### src/rtl/nibble_pkg.sv
// rtl/nibble_pkg.sv - shared constants, types and beat ordering for the nibble serializer.
// Beat order follows NIBBLE_SERIALIZER_MSB_FIRST_EN (defined: nibble 3 first; undefined: nibble 0 first).
package nibble_pkg;

  localparam int NIB_W   = 4;
  localparam int NUM_NIB = 4;
  localparam int WORD_W  = NIB_W * NUM_NIB;

  typedef logic [1:0] nib_idx_t;

  typedef enum logic {IDLE, SEND} state_t;

`ifdef NIBBLE_SERIALIZER_MSB_FIRST_EN
  localparam nib_idx_t FIRST_IDX = 2'd3;
  localparam nib_idx_t LAST_IDX  = 2'd0;

  function automatic nib_idx_t next_idx(input nib_idx_t idx);
    return idx - 2'd1;
  endfunction
`else
  localparam nib_idx_t FIRST_IDX = 2'd0;
  localparam nib_idx_t LAST_IDX  = 2'd3;

  function automatic nib_idx_t next_idx(input nib_idx_t idx);
    return idx + 2'd1;
  endfunction
`endif

endpackage

### src/rtl/nibble_select.sv
// rtl/nibble_select.sv - combinational 4:1 nibble mux over a 16-bit word.
module nibble_select
  import nibble_pkg::*;
(
  input  logic [WORD_W-1:0] word,
  input  nib_idx_t          idx,
  output logic [NIB_W-1:0]  nib
);

  always_comb begin
    nib = '0;
    case (idx)
      2'd0: nib = word[0*NIB_W +: NIB_W];
      2'd1: nib = word[1*NIB_W +: NIB_W];
      2'd2: nib = word[2*NIB_W +: NIB_W];
      2'd3: nib = word[3*NIB_W +: NIB_W];
      default: nib = '0;
    endcase
  end

endmodule

### src/rtl/nibble_serializer.sv
// rtl/nibble_serializer.sv - emits an operand pair as four registered nibble-pair beats.
// Beat order selected by NIBBLE_SERIALIZER_MSB_FIRST_EN (default LSB-first).
module nibble_serializer
  import nibble_pkg::*;
(
  input  logic              clk,
  input  logic              rst,
  input  logic              in_valid,
  output logic              in_ready,
  input  logic [WORD_W-1:0] src_data1,
  input  logic [WORD_W-1:0] src_data2,
  output logic              out_valid,
  input  logic              out_ready,
  output logic [NIB_W-1:0]  out_nib1,
  output logic [NIB_W-1:0]  out_nib2,
  output nib_idx_t          out_idx,
  output logic              out_last,
  output logic              busy
);

  state_t            state;
  logic [WORD_W-1:0] op1;
  logic [WORD_W-1:0] op2;

  logic              accept;
  logic              beat_done;
  nib_idx_t          nxt_idx;
  nib_idx_t          sel_idx;
  logic [WORD_W-1:0] sel_word1;
  logic [WORD_W-1:0] sel_word2;
  logic [NIB_W-1:0]  sel_nib1;
  logic [NIB_W-1:0]  sel_nib2;

  assign beat_done = out_valid && out_ready;
  assign in_ready  = (state == IDLE) || (beat_done && out_last);
  assign accept    = in_valid && in_ready;
  assign busy      = (state == SEND);
  assign nxt_idx   = next_idx(out_idx);

  // A fresh pair is muxed straight from the inputs so beat 0 is ready one cycle after acceptance.
  assign sel_word1 = accept ? src_data1 : op1;
  assign sel_word2 = accept ? src_data2 : op2;
  assign sel_idx   = accept ? FIRST_IDX : nxt_idx;

  nibble_select u_sel1 (
    .word (sel_word1),
    .idx  (sel_idx),
    .nib  (sel_nib1)
  );

  nibble_select u_sel2 (
    .word (sel_word2),
    .idx  (sel_idx),
    .nib  (sel_nib2)
  );

  always_ff @(posedge clk or posedge rst) begin
    if (rst) begin
      state     <= IDLE;
      op1       <= '0;
      op2       <= '0;
      out_valid <= 1'b0;
      out_nib1  <= '0;
      out_nib2  <= '0;
      out_idx   <= '0;
      out_last  <= 1'b0;
    end else if (accept) begin
      state     <= SEND;
      op1       <= src_data1;
      op2       <= src_data2;
      out_valid <= 1'b1;
      out_nib1  <= sel_nib1;
      out_nib2  <= sel_nib2;
      out_idx   <= FIRST_IDX;
      out_last  <= (FIRST_IDX == LAST_IDX);
    end else if (beat_done) begin
      if (out_last) begin
        state     <= IDLE;
        out_valid <= 1'b0;
        out_last  <= 1'b0;
      end else begin
        out_nib1  <= sel_nib1;
        out_nib2  <= sel_nib2;
        out_idx   <= nxt_idx;
        out_last  <= (nxt_idx == LAST_IDX);
      end
    end
  end

endmodule

### config.mk
export PLATFORM = sky130hd
export DESIGN_NAME = nibble_serializer
export DESIGN_NICKNAME = d
export VERILOG_FILES = /design/src/rtl/nibble_pkg.sv /design/src/rtl/nibble_select.sv /design/src/rtl/nibble_serializer.sv
export SDC_FILE = /design/constraint.sdc
export NUM_CORES = 1
export LEC_CHECK = 0
export ABC_AREA = 0
export CORE_MARGIN = 1.5
export CORE_UTILIZATION = 48
export CTS_CLUSTER_SIZE = 16
export DETAILED_ROUTE_END_ITERATION = 7
export GPL_ROUTABILITY_DRIVEN = 1
export PLACE_DENSITY = 0.79
export SYNTH_ARGS = -nofsm -noshare
export SYNTH_HDL_FRONTEND = slang
export SYNTH_SLANG_ARGS = --single-unit
### constraint.sdc
create_clock -name clk -period 2.5 [get_ports clk]
set_clock_uncertainty 0.1 [all_clocks]
set_input_delay 0.25 -clock clk [delete_from_list [all_inputs] [get_ports clk]]
set_output_delay 0.25 -clock clk [all_outputs]
set_load 0.01 [all_outputs]
## Word level (Yosys, flattened, before mapping)

Index checks and enable logic that the tools add are counted.

- Mux-type cells: 20
- Equal/unequal tests: 5
- Bitwise logic cells: 1
- $add $sub $neg: 1
- Reduce and logical (&&, ||, !) cells: 9

Operators by type and width:

| cell | count |
|---|---|
| two-way mux 16 bit | 2 |
| case mux 4 bit (4 select lines) | 2 |
| two-way mux 4 bit | 6 |
| two-way mux 2 bit | 4 |
| == test 2 bit (second input constant) | 3 |
| two-way mux 1 bit | 6 |
| AND reduction 2 bit | 2 |
| nonzero test 2 bit | 2 |
| logical AND 1 bit | 3 |
| adder 2 x 1 -> 2 bit (second input constant) | 1 |
| == test 2 x 1 -> 1 bit (second input constant) | 1 |
| zero test 2 bit | 1 |
| inequality test 2 x 1 -> 1 bit (second input constant) | 1 |
| logical OR 1 bit | 1 |
| NOT 1 bit | 1 |

- Output and inout port bits: 14
- Bits of input ports: 36
- Logic and storage cells: 43
- Bits in registers: 44

## Logic depth before layout (Yosys ltp)

Gate-level depths: netlist (run 1).

- Depth in word-level cells: 10
- Gate-level depth with buffers: 6
- Gate-level depth less buffers: 4

## By module

A second synthesis (run 1) with hierarchy kept.

- Cell total of the unflattened synthesis: 154
- Area, all modules: 2314.7 sq um

Modules (own cells, without submodules):

| module | cells each | area an instance (sq um) | sequential area each (sq um) | times used |
|---|---|---|---|---|
| nibble_serializer | 146 | 2104.5 | 1101.1 | 1 |
| nibble_select | 4 | 105.1 | 0.0 | 2 |

## Worst setup path before layout (run 1)

No wires, ideal clock.

- Path type: reg2reg
- Start point: register out_idx[0]
- End point: register out_nib1[2]
- Required time: 2.274 ns
- Setup slack: 0.455 ns
- Library setup time: 0.126 ns
- Cell stages (with the launch flop): 7
- Period minus slack after synthesis: 2.045 ns
- Data arrival time: 1.819 ns
- Buffers on the path: 2
- Cells stage by stage: dfrtp_1 -> buf_6 -> inv_1 -> ha_1 -> buf_6 -> mux4_2 -> a221o_1

- Longest elaborated chain between the ends: 7
- Elaborated cells on any way between the ends: 10
- Those cells by class: add/sub: 1; eq/ne: 3; mux: 5; reduce/logical: 1

RTL lines:

| element | line | source |
|---|---|---|
| start, declared | nibble_serializer.sv:16 | `output nib_idx_t out_idx,` |
| start signal, assigned | nibble_serializer.sv:84 | `out_idx <= nxt_idx;` |
| adder 2 x 1 -> 2 bit * | nibble_pkg.sv:25 | `return idx + 2'd1;` |
| two-way mux 2 bit * | nibble_serializer.sv:43 | `assign sel_idx = accept ? FIRST_IDX : nxt_idx;` |
| == test 2 bit (tied with other cells) | nibble_select.sv:12 | `case (idx)` |
| case mux 4 bit (4 select lines) * | nibble_select.sv:12 |  |
| two-way mux 4 bit | nibble_serializer.sv:77 | `if (out_last) begin` |
| two-way mux 4 bit | nibble_serializer.sv:76 | `end else if (beat_done) begin` |
| two-way mux 4 bit * | nibble_serializer.sv:67 | `end else if (accept) begin` |
| end signal, assigned | nibble_serializer.sv:72 | `out_nib1 <= sel_nib1;` |
| end signal, assigned | nibble_serializer.sv:82 | `out_nib1 <= sel_nib1;` |
| end, declared | nibble_serializer.sv:14 | `output logic [NIB_W-1:0] out_nib1,` |

Every way passes the cells marked *; elsewhere a longest branch is shown, timed or not. The select of a mux whose other input is x is not followed.
A chain may end at the register's enable or synchronous reset.

## Worst setup path in the final report (run 1)

- Start point: register state (netlist: busy)
- End point: output in_ready

- Longest elaborated chain between the ends: 3
- Elaborated cells on any way between the ends: 4
- Those cells by class: bitwise: 1; reduce/logical: 3

RTL lines:

| element | line | source |
|---|---|---|
| start, declared | nibble_serializer.sv:21 | `state_t state;` |
| start signal, assigned | nibble_serializer.sv:59 | `state <= IDLE;` |
| start signal, assigned | nibble_serializer.sv:68 | `state <= SEND;` |
| start signal, assigned | nibble_serializer.sv:78 | `state <= IDLE;` |
| logical AND 1 bit (2 in a row) | n/a |  |
| logical OR 1 bit * | nibble_serializer.sv:35 | `assign in_ready = (state == IDLE) \|\| (beat_done && out_last);` |
| end, declared | nibble_serializer.sv:9 | `output logic in_ready,` |

Every way passes the cells marked *; elsewhere a longest branch is shown, timed or not.

==> results of run 1 <==
==> metal layers <==
layer  wire (um)  vias up
met5           0        -
met4          70        0
met3         172        7
met2        2090       39
met1        1570      670
li1            -      564
==> cell usage after synthesis, drive strengths merged <==
cell type	n
a22o	2
nand2b	1
or2b	1
and3	8
buf	8
nor2b	1
inv	3
nand2	1
o21ai	2
dfrtp	44
mux2	25
a21o	8
mux4	8
a221o	8
and2	1
ha	1
a21bo	1
clkbuf	1
==> per-stage QoR <==
step                hold WS [ns]  std cells  utilization (%)  worst slack, ns
floorplan                  0.300        124                -            0.455
global placement           0.356        216             65.7            0.493
detailed placement         0.365        216             65.7            0.477
CTS                        0.156        224             68.8            0.420
global route               0.184        224             68.8            0.352
finish                     0.139        224             68.8            0.424
==> power by group <==
group / internal (mW) / switching [mW]
registers: 1.06 / 0.189
logic: 0.851 / 0.499
clock network: 0.301 / 0.255
total: 2.21 / 0.943
==> cell families after synthesis <==
logic type | count (synthesis) | synth area share (%)
AND/OR/NAND/NOR | 13 | 4.42
flip-flops | 44 | 57.2
AO/OA/AOI/OAI | 21 | 9.42
buffers and inverters | 12 | 4.35
multiplexers | 33 | 24.0
adder cells (fa/ha/maj) | 1 | 0.650
==> state kept, by name, indices dropped and copies added, names as in the netlist <==
register,count
op1,16
op2,16
out_nib1,4
out_nib2,4
out_idx,2
busy,1
out_last,1
==> final timing paths <==
kind | depth (start not counted) | start | end | slack [ns]
min in group clk | 1 | op2[3]$_DFF_PP0_ | op2[3]$_DFF_PP0_ | 0.39
worst min-delay path | 2 | rst | op1[1]$_DFF_PP0_ | 0.14
worst max register to register | 3 | out_idx[1]$_DFFE_PP0P_ | out_nib2[1]$_DFFE_PP0P_ | 0.61
max in group asynchronous | 3 | rst | out_nib2[1]$_DFFE_PP0P_ | 1.66
worst min register to register | 1 | op2[3]$_DFF_PP0_ | op2[3]$_DFF_PP0_ | 0.39
worst max-delay path | 2 | busy$_DFFE_PP0P_ | in_ready | 0.42
==> area by class of cell <==
class / count / area, sq um
clock inverter: 3 / 46.3
inverter: 3 / 11.3
timing repair buffer: 53 / 546
sequential: 44 / 1100
clock buffer: 5 / 68.8
fill: 285 / 1170
multi-input combinational: 68 / 741
tap: 48 / 60.1
==> critical path, cell delays in order (launching register included) <==
cell,delay [ns]
dfrtp_1,0.42
a21bo_1,0.39
clkdlybuf4s50_1,0.61
==> impl_results.md, run 1 <==
- Status: complete, no violations
- Starting Density: 51.4%
- Tcrit/Tclk final: between 80% and 90%
- Vias in the first global route: 1386
- Postcts setup bufs: 0
- Slew headroom: 61.1%
- Die X-Extent: 66.3 um
- Drc violations: 0
- Highest clock rate: roughly 480 MHz
- Grt met2 use: a little over a third
- Register area share after synthesis: 57.2%
- M1 GR Usage: around a quarter
- Post-DP HPWL: 2.77 mm
- Io pins: 50
- Period minus WS final: roughly 2.1 ns
- H-tree depth: 2
- Slew Limit Fails: 0
- Mapped Cells: 124
- GRT busiest layer: met2
- Final Hold Viols: 0
- Worst path arrival time: 1.73 ns
- Largest net degree at the start of global routing: 33
- Via-per-instance ratio: around 5.7
- Power Density: between 1000 and 1500 nW/um^2
- Synthesized Nets: 161
- Hold Buf Count CTS: 0
- Initial antenna violation count: 0
- Die height: 66.3 um
- Nets@finish: about 210
- First-pass GRT wire length: 6.42 mm
- Area of the mapped netlist: about 1900 sq um
- Area growth syn-to-layout: 33.7%
- Min-delay worst type: input pin to asynchronous set/reset pin
- Count of cell types in the netlist: 22
- I/O Buffers: 49
- Startpoint Class: flip-flop
- Most frequent cells in the layout: 49 x clkdlybuf4s50_1, 44 x dfrtp_1, 25 x mux2_2
- Global route total overflow: 0
- WL final: 3.91 mm
- Synthesized area per cell: 15.5 sq um
- Final setup fails: 0
- Yosys warnings: 0
- Setup CP Type: flip-flop to output pin
- Post-synthesis register bit count: 44
- Clock transition at path regs: 0.09 ns
- Fin area: 2570 sq um
- Slew @ Worst Pin: 0.580 ns
- Core footprint: 3740 sq um
- Worst Path Required: 2.15 ns
- Placed Instance Area: 2460 sq um
- Die area: about 4400 sq um
- Final Wtd Congestion: 0.779
- Top area cells in the synthesized netlist: dfrtp_1 57%, mux2_2 15%, mux4_2 9.4%
- Crit. End Element: output pin
- CTS tree: yes
- Commonest non-fill, non-tap cell in the layout: clkdlybuf4s50_1
- Skew-Pair Late Insertion Delay: around 0.3 ns
- Diodes inserted: 0
- CP max FO: 11
- Met3 Use GR: 3.58%
- Dominant cell type by area after synthesis: dfrtp_1
- Ratio of cells with drive above 1 in the final layout: around 28%
- RSZ-0062 raised after global routing: false
- Wire per inst: 17.5 um
- CTS Buffer Depth: 2
- Tot Pwr: 3.15 mW
- CTS resizes: 0
- TNS Setup: 0 ns
- Max-Cap Viols: 0
- P_leak: approximately 1.2 nW
- Total track usage: 19.9%
- Routed Antenna Nets: 0
- Yosys top cell area share: a little under three fifths
- Total number of vias: approximately 1300
- Rows: 22
- CTS Buf Count: 5
- Clock tree sinks: 44
- Peak VDD IR: 0.000688 V
- Root buf cell: clkbuf_8
- Initial DRC Count: 44
- Pre-Repair DR Iteration Count: 4
(Power assumes the default switching activity.)
==> run 2, diff against run 1 <==
CORE_UTILIZATION = 43   (was 48)
PLACE_DENSITY = 0.75   (was 0.79)
clock period = 1.8 ns   (was 2.5 ns; I/O delays follow)
==> run 2 against run 1 <==
Against the previous run: clock power grew 3%; die area grew 11%; cell count grew 3.1%; clock-buffer cell count grew 1; design area grew 0.19%; sequential power grew 41%; utilization shrank 9.1 points; worst hold slack gained 0.087 ns; flip-flop and latch count is the same; register-to-register slack lost 0.56 ns; largest cell class unchanged.
==> impl_results.md, run 2 (synthesis gave the netlist of run 1 again) <==
- Status: complete, no violations
- CP delay by family, top: multiplexers
- CP max FO: 4 (-7)
- Total number of vias: 1229 (-4.0%)
- CTS tree: yes
- Slew @ Worst Pin: 0.549 ns (-0.0317 ns)
- Wire length on met1: 1.67 mm (+6.4%)
- Sw power: 1.28 mW (+36%)
- Final Wtd Congestion: 0.771 (-1.1%)
- Reg area: 1100 sq um (unchanged)
- Peak VDD IR: 0.000746 V (+8.4%)
- Tcrit/Tclk final: 97.3%
- Initial DRC Count: 94 (+110%)
- Worst path arrival time: 1.84 ns (+0.11 ns)
- Rows: 24 (+9.1%)
- Final setup fails: 0 (unchanged)
- Global route total overflow: 0 (unchanged)
- P_leak: 1.19 nW (+1.6%)
- Slew Limit Fails: 0 (unchanged)
- Highest clock rate: 571 MHz
- DR top layer: met4
- Most frequent cells in the layout: 47 x clkdlybuf4s50_1, 44 x dfrtp_1, 25 x mux2_2
- Pre-Repair DR Iteration Count: 4 (unchanged)
- Combinational fraction of design power: 45.5% (+2.7 points)
- Total track usage: 17.7% (-2.3 points)
- Crit. End Element: flip-flop
- H-tree depth: 2 (unchanged)
- Switch share: 30.0% (+0.11 points)
- Cell breakdown of the critical path: inv_4 -> ha_4 -> mux4_2 -> a221o_1
- Via-per-instance ratio: 5.32 (-6.9%)
- First-pass GRT wire length: 6.62 mm (+3.1%)
- Dpl ws: -0.0247 ns (-0.502 ns)
- Starting Density: 44.5% (-6.9 points)
- Largest regs: op1 x16, op2 x16
- Fin area: 2580 sq um (+0.19%)
- Startpoint Class: flip-flop
- Drc violations: 0 (unchanged)
- Wire per inst: 17.1 um (-1.8%)
- Initial antenna violation count: 0 (unchanged)
- CTS Buf Count: 5 (unchanged)
- Nets@finish: 216 (+1.9%)
- Skew-Pair Late Insertion Delay: 0.30 ns (about the same)
- Multi-input logic area: 753 sq um (+1.7%)
- Placed cells: 224 (+3.7%)
- Routed Antenna Nets: 0 (unchanged)
- CP bufs+invs: 1 (unchanged)
- Placed Instance Area: 2500 sq um (+1.5%)
- Vias in the first global route: 1337 (-3.5%)
- Postcts setup bufs: 0 (unchanged)
- Post-DP HPWL: 2.82 mm (+1.7%)
- Max-Cap Viols: 0 (unchanged)
- Internal Power: 2.99 mW (+35%)
- Sequential share of power: 41.1% (+1.5 points)
- Fill cells: 346 (+21%)
- Clock transition at path regs: 0.08 ns (about the same)
- Final Util: 59.6% (-9.1 points)
- Root buf cell: clkbuf_8
- CTS Buffer Depth: 2 (unchanged)
- Crit path largest cell delay: 0.49 ns (-0.12 ns)
- Clock power share: 13.4% (-4.2 points)
- WL final: 3.96 mm (+1.3%)
- Worst Path Required: 1.89 ns (-0.26 ns)
- Worst setup margin: 0.0492 ns (-0.375 ns)
- Commonest non-fill, non-tap cell in the layout: clkdlybuf4s50_1
- Min-delay worst type: input pin to asynchronous set/reset pin
- Ratio of cells with drive above 1 in the final layout: 30.7% (+2.3 points)
- RSZ-0062 raised after global routing: true
- Period minus WS final: 1.75 ns
- Power Density: 1660 nW/um^2 (+35%)
- Diodes inserted: 0 (unchanged)
- Final Non-Filler Cells: 231 (+3.1%)
- Die area: 4890 sq um (+11%)
- Clock tree sinks: 44 (unchanged)
- Routed wl met3: 145 um (-16%)
- I/O Buffers: 49 (unchanged)
- Slowest CP cell: mux4_2
- Setup CP Type: flip-flop to flip-flop
- Final Hold Viols: 0 (unchanged)
- Die X-Extent: 69.9 um (+5.4%)
- Met2 Routed Length: 2.07 mm (-0.91%)
- Io pins: 50 (unchanged)
- Die height: 69.9 um (+5.4%)
- Area growth syn-to-layout: 33.9%
- Largest net degree at the start of global routing: 45 (+36%)
- Core footprint: 4320 sq um (+16%)
- Slew headroom: 63.4% (+2.4 points)
[run 2: cell count changes in the layout (fill, tap and decap cells not counted), sizes merged]
cell,delta
buf,+4
clkdlybuf4s50,-2
bufinv,-1
clkbuf,+1
clkinvlp,-1
dlygate4sd2,+1
dlymetal6s2s,+1
[run 2: area by class of cell]
type | instances | area share, %
clock buffer | 6 | 2.81
clock inverter | 1 | 0.194
inverter | 3 | 0.534
multi-input combinational | 68 | 29.2
sequential | 44 | 42.7
tap | 52 | 2.52
timing repair buffer | 57 | 22.0
[run 2: metal layers]
| layer | global-route usage (%) | vias up |
|---|---|---|
| li1 | - | 572 |
| met1 | 21.7 | 623 |
| met2 | 30.1 | 29 |
| met3 | 4.76 | 5 |
| met4 | 6.41 | 0 |
| met5 | 0 | - |
[run 2: power groups by stage]
stage	clock, mW	combinational (mW)	sequential, mW
2_1_floorplan	0	1.34	1.72
3_3_place_gp	0	1.92	1.73
3_5_place_dp	0	1.97	1.77
4_1_cts	0.599	1.97	1.75
5_1_grt	0.642	2.09	1.81
6_report	0.573	1.95	1.76
[run 2: per-stage QoR]
step	hold slack (ns)	total power, mW	TNS, ns
2_1_floorplan	0.230	3.06	-0.343
3_3_place_gp	0.357	3.65	0
3_5_place_dp	0.365	3.74	-0.0247
4_1_cts	0.248	4.32	0
5_1_grt	0.289	4.53	-0.00550
6_report	0.227	4.28	0
[run 2: worst paths after layout]
kind                                        start                       to  slack, ns  cells past startpoint
min reg2reg                      op2[3]$_DFF_PP0_         op2[3]$_DFF_PP0_       0.38                      1
max in group asynchronous                     rst        op2[13]$_DFF_PP0_       0.99                      3
max                        out_idx[0]$_DFFE_PP0P_  out_nib1[2]$_DFFE_PP0P_       0.05                      4
max reg2reg                out_idx[0]$_DFFE_PP0P_  out_nib1[2]$_DFFE_PP0P_       0.05                      4
min                                           rst        op1[13]$_DFF_PP0_       0.23                      3
min in group clk                 op2[3]$_DFF_PP0_         op2[3]$_DFF_PP0_       0.38                      1
[run 2: timing repair]
| action | in CTS | in global routing |
|---|---|---|
| hold buffers | 0 | 0 |
| endpoints found under the setup margin | 1 | 1 |
| hold endpoints to repair | 0 | 0 |
| pin swaps | 0 | 1 |
| gates resized for setup | 1 | 2 |
[run 2: worst reg2reg max path: cells and delay by family, from the launching register on]
kind	cells	cell delay [ns]
flip-flops	1	0.41
adder cells (fa/ha/maj)	1	0.29
buffers and inverters	1	0.05
AO/OA/AOI/OAI	1	0.30
multiplexers	1	0.49
==> run 3, diff against run 2 <==
ABC_AREA = 1   (was 0)
CORE_UTILIZATION = 44   (was 43)
HOLD_SLACK_MARGIN = 0.06   (was default)
==> run 3 against run 2 <==
Against the previous run: flip-flop and latch count unchanged; worst hold slack got worse by 0.090 ns; clock power grew 16%; clock-buffer cell count is 1 higher; largest cell class unchanged; utilization rose by 3.6 points; power up 15%; sequential share of layout area down 3.8 points; die area increased by 5.8%; largest power group unchanged; setup slack better by 0.073 ns.
==> impl_results.md, run 3 <==
- Highest clock rate: 596 MHz (+4.3%)
- Clock power share: 13.4% (about the same)
- Ratio of cells with drive above 1 in the final layout: 20.4% (-10 points)
- Final setup fails: 0 (unchanged)
- Crit. End Element: flip-flop
- First-pass GRT wire length: 8.22 mm (+24%)
- CTS Buffer Depth: 2 (unchanged)
- Commonest non-fill, non-tap cell in the layout: nand2_1
- Global route total overflow: 0 (unchanged)
- Die X-Extent: 71.9 um (+2.9%)
- Worst path arrival time: 1.77 ns (-0.07 ns)
- Clock transition at path regs: 0.08 ns (about the same)
- Synthesized area per cell: 9.01 sq um (-42%)
- Switch share: 39.0% (+9.0 points)
- Skew-Pair Late Insertion Delay: 0.29 ns (about the same)
- Cell breakdown of the critical path: inv_1 -> ha_1 -> inv_2 -> nand2_2 -> buf_4 -> o21ai_0 -> nand3_1 -> nand2_1 -> nand2_1
- Dominant cell type by area after synthesis: dfrtp_1
- Final hold slack: 0.137 ns (-0.0897 ns)
- Die area: 5170 sq um (+5.8%)
- Yosys warnings: 0 (unchanged)
- Placed Instance Area: 2730 sq um (+9.2%)
- Routed Antenna Nets: 0 (unchanged)
- Clock tree sinks: 44 (unchanged)
- RSZ-0062 raised after global routing: false
- Nets@finish: 331 (+53%)
- Final Util: 63.3% (+3.6 points)
- H-tree depth: 2 (unchanged)
- Root buf cell: clkbuf_8
- Total track usage: 20.8% (+3.1 points)
- Top area cells in the synthesized netlist: dfrtp_1 53%, nand2_1 16%, nand3_1 5.7%
- Vias in the first global route: 1818 (+36%)
- Via-per-instance ratio: 5.13 (-3.5%)
- Largest net degree at the start of global routing: 45 (unchanged)
- Post-synthesis register bit count: 44 (unchanged)
- Slew @ Worst Pin: 0.342 ns (-0.206 ns)
- Combinational fraction of design power: 52.9% (+7.4 points)
- CTS Buf Count: 5 (unchanged)
- Worst R2R End: out_nib1[2]$_DFFE_PP0P_
- Internal Power: 3.01 mW (+0.44%)
- Wire per inst: 13.8 um (-19%)
- Min-delay worst type: input pin to asynchronous set/reset pin
- Post-DP HPWL: 3.44 mm (+22%)
- Worst Path Required: 1.89 ns (about the same)
- Count of cell types in the netlist: 19 (-14%)
- Total number of vias: 1776 (+45%)
- Most used DFF post-synth: dfrtp_1
- Synthesized Nets: 269 (+67%)
- Crit path largest cell delay: 0.38 ns (-0.11 ns)
- Diodes inserted: 0 (unchanged)
- Asr flop ratio synth: 100% (unchanged)
- CP bufs+invs: 3 (+2)
- Die height: 71.9 um (+2.9%)
- Core footprint: 4470 sq um (+3.5%)
- Setup CP Type: flip-flop to flip-flop
- Pre-Repair DR Iteration Count: 5 (+1)
- Slowest CP cell: dfrtp_1
- Final Non-Filler Cells: 346 (+50%)
- Max-Cap Viols: 0 (unchanged)
- Power Density: 1740 nW/um^2 (+5.1%)
- Slew headroom: 77.1% (+14 points)
- Area growth syn-to-layout: 35.4%
- Postcts setup bufs: 0 (unchanged)
- CP startpoint: out_idx[0]$_DFFE_PP0P_
- Sw power: 1.93 mW (+50%)
- Dpl ws: -0.0380 ns (-0.0133 ns)
- Status: complete, no violations
- Area of the mapped netlist: 2090 sq um (+8.6%)
- Largest regs: op1 x16, op2 x16
- Tcrit/Tclk final: 93.2% (-4.0 points)
- CTS tree: yes
- Register area share after synthesis: 52.7% (-4.5 points)
- Starting Density: 46.7% (+2.2 points)
- TNS Setup: 0 ns (unchanged)
- Mapped Cells: 232 (+87%)
- Worst r2r path cells: 9 (+5)
- Tot Pwr: 4.93 mW (+15%)
- Reg-to-Reg Start: out_idx[0]$_DFFE_PP0P_
- Post-synth EDFFs: 0 (unchanged)
- Rows: 24 (unchanged)
- Most frequent cells in the layout: 89 x nand2_1, 48 x clkdlybuf4s50_1, 44 x dfrtp_1, 24 x nand3_1, 16 x buf_4
- Yosys top cell area share: 52.7% (-4.5 points)
- Final Wtd Congestion: 0.793 (+2.8%)
- CP max FO: 3 (-1)
- Placed cells: 339 (+51%)
- Top-count cell post-synth: nand2_1
- Final Hold Viols: 0 (unchanged)
- Drc violations: 0 (unchanged)
- Slew Limit Fails: 0 (unchanged)
- Levels on crit path: 9 (+5)
- Reg2Reg Setup Slack: 0.12 ns (+0.07 ns)
- I/O Buffers: 49 (unchanged)
- Initial DRC Count: 116 (+23%)
- Most used cell along the critical path: nand2_1
- Startpoint Class: flip-flop
- Commonest cells post-synth: 89 x nand2_1, 44 x dfrtp_1, 24 x nand3_1
- Fin area: 2830 sq um (+9.8%)
- CP delay by family, top: flip-flops
- P_leak: 1.38 nW (+16%)
- Initial antenna violation count: 0 (unchanged)
- Worst setup margin: 0.122 ns (+0.0729 ns)
- Io pins: 50 (unchanged)
- Peak VDD IR: 0.000861 V (+15%)
- Period minus WS final: 1.68 ns (-0.0729 ns)
- Crit path to: out_nib1[2]$_DFFE_PP0P_
- Sequential share of power: 33.7% (-7.4 points)
- WL final: 4.78 mm (+21%)
==> run 3: cell type report <==
cell class / instances / area (sq um)
sequential: 44 / 1100
clock buffer: 7 / 96.3
multi-input combinational: 168 / 868
timing repair buffer: 68 / 673
fill: 383 / 1640
tap: 52 / 65.1
inverter: 7 / 26.3
==> run 3: repair_timing <==
action / CTS / global route
hold buffers: 0 / 0
setup endpoints to repair: 0 / 7
resized for setup: 0 / 3
==> run 3: logic make-up after synthesis <==
logic type	synth area share, %
compound gates	5.03
fa+ha+maj	0.598
buf+inv	6.04
flops	52.7
mux	3.77
simple gates	31.9
==> run 3: how the worst min path moves through the flow <==
stage	start	to	slack (ns)
finish	rst	out_nib1[1]$_DFFE_PP0P_	0.14
detailed placement	op2[2]$_DFF_PP0_	op2[2]$_DFF_PP0_	0.35
global route	rst	out_nib1[2]$_DFFE_PP0P_	0.18
global placement	op1[1]$_DFF_PP0_	op1[1]$_DFF_PP0_	0.35
CTS	rst	out_nib1[2]$_DFFE_PP0P_	0.15
floorplan	src_data1[11]	op1[11]$_DFF_PP0_	0.23
==> run 3: per-layer routing <==
layer | GRT usage, % | share of wire [%]
met5 | 0 | 0
met3 | 4.44 | 4.6
met2 | 34.4 | 48
met1 | 27.0 | 45
met4 | 7.55 | 2.2
==> run 3: worst reg2reg max path, cell delays in order, from the launching register on <==
cell     delay (ns)
dfrtp_1        0.38
inv_1          0.07
ha_1           0.33
inv_2          0.09
nand2_2        0.11
buf_4          0.17
o21ai_0        0.09
nand3_1        0.13
nand2_1        0.08
nand2_1        0.04
==> run 3: power by group through the flow <==
stage          logic [mW]  registers, mW  clock network [mW]
2_1_floorplan        1.57           1.68                   0
3_3_place_gp         2.55           1.66                   0
3_5_place_dp         2.59           1.68                   0
4_1_cts              2.60           1.66               0.682
5_1_grt              2.92           1.71               0.719
6_report             2.61           1.66               0.662
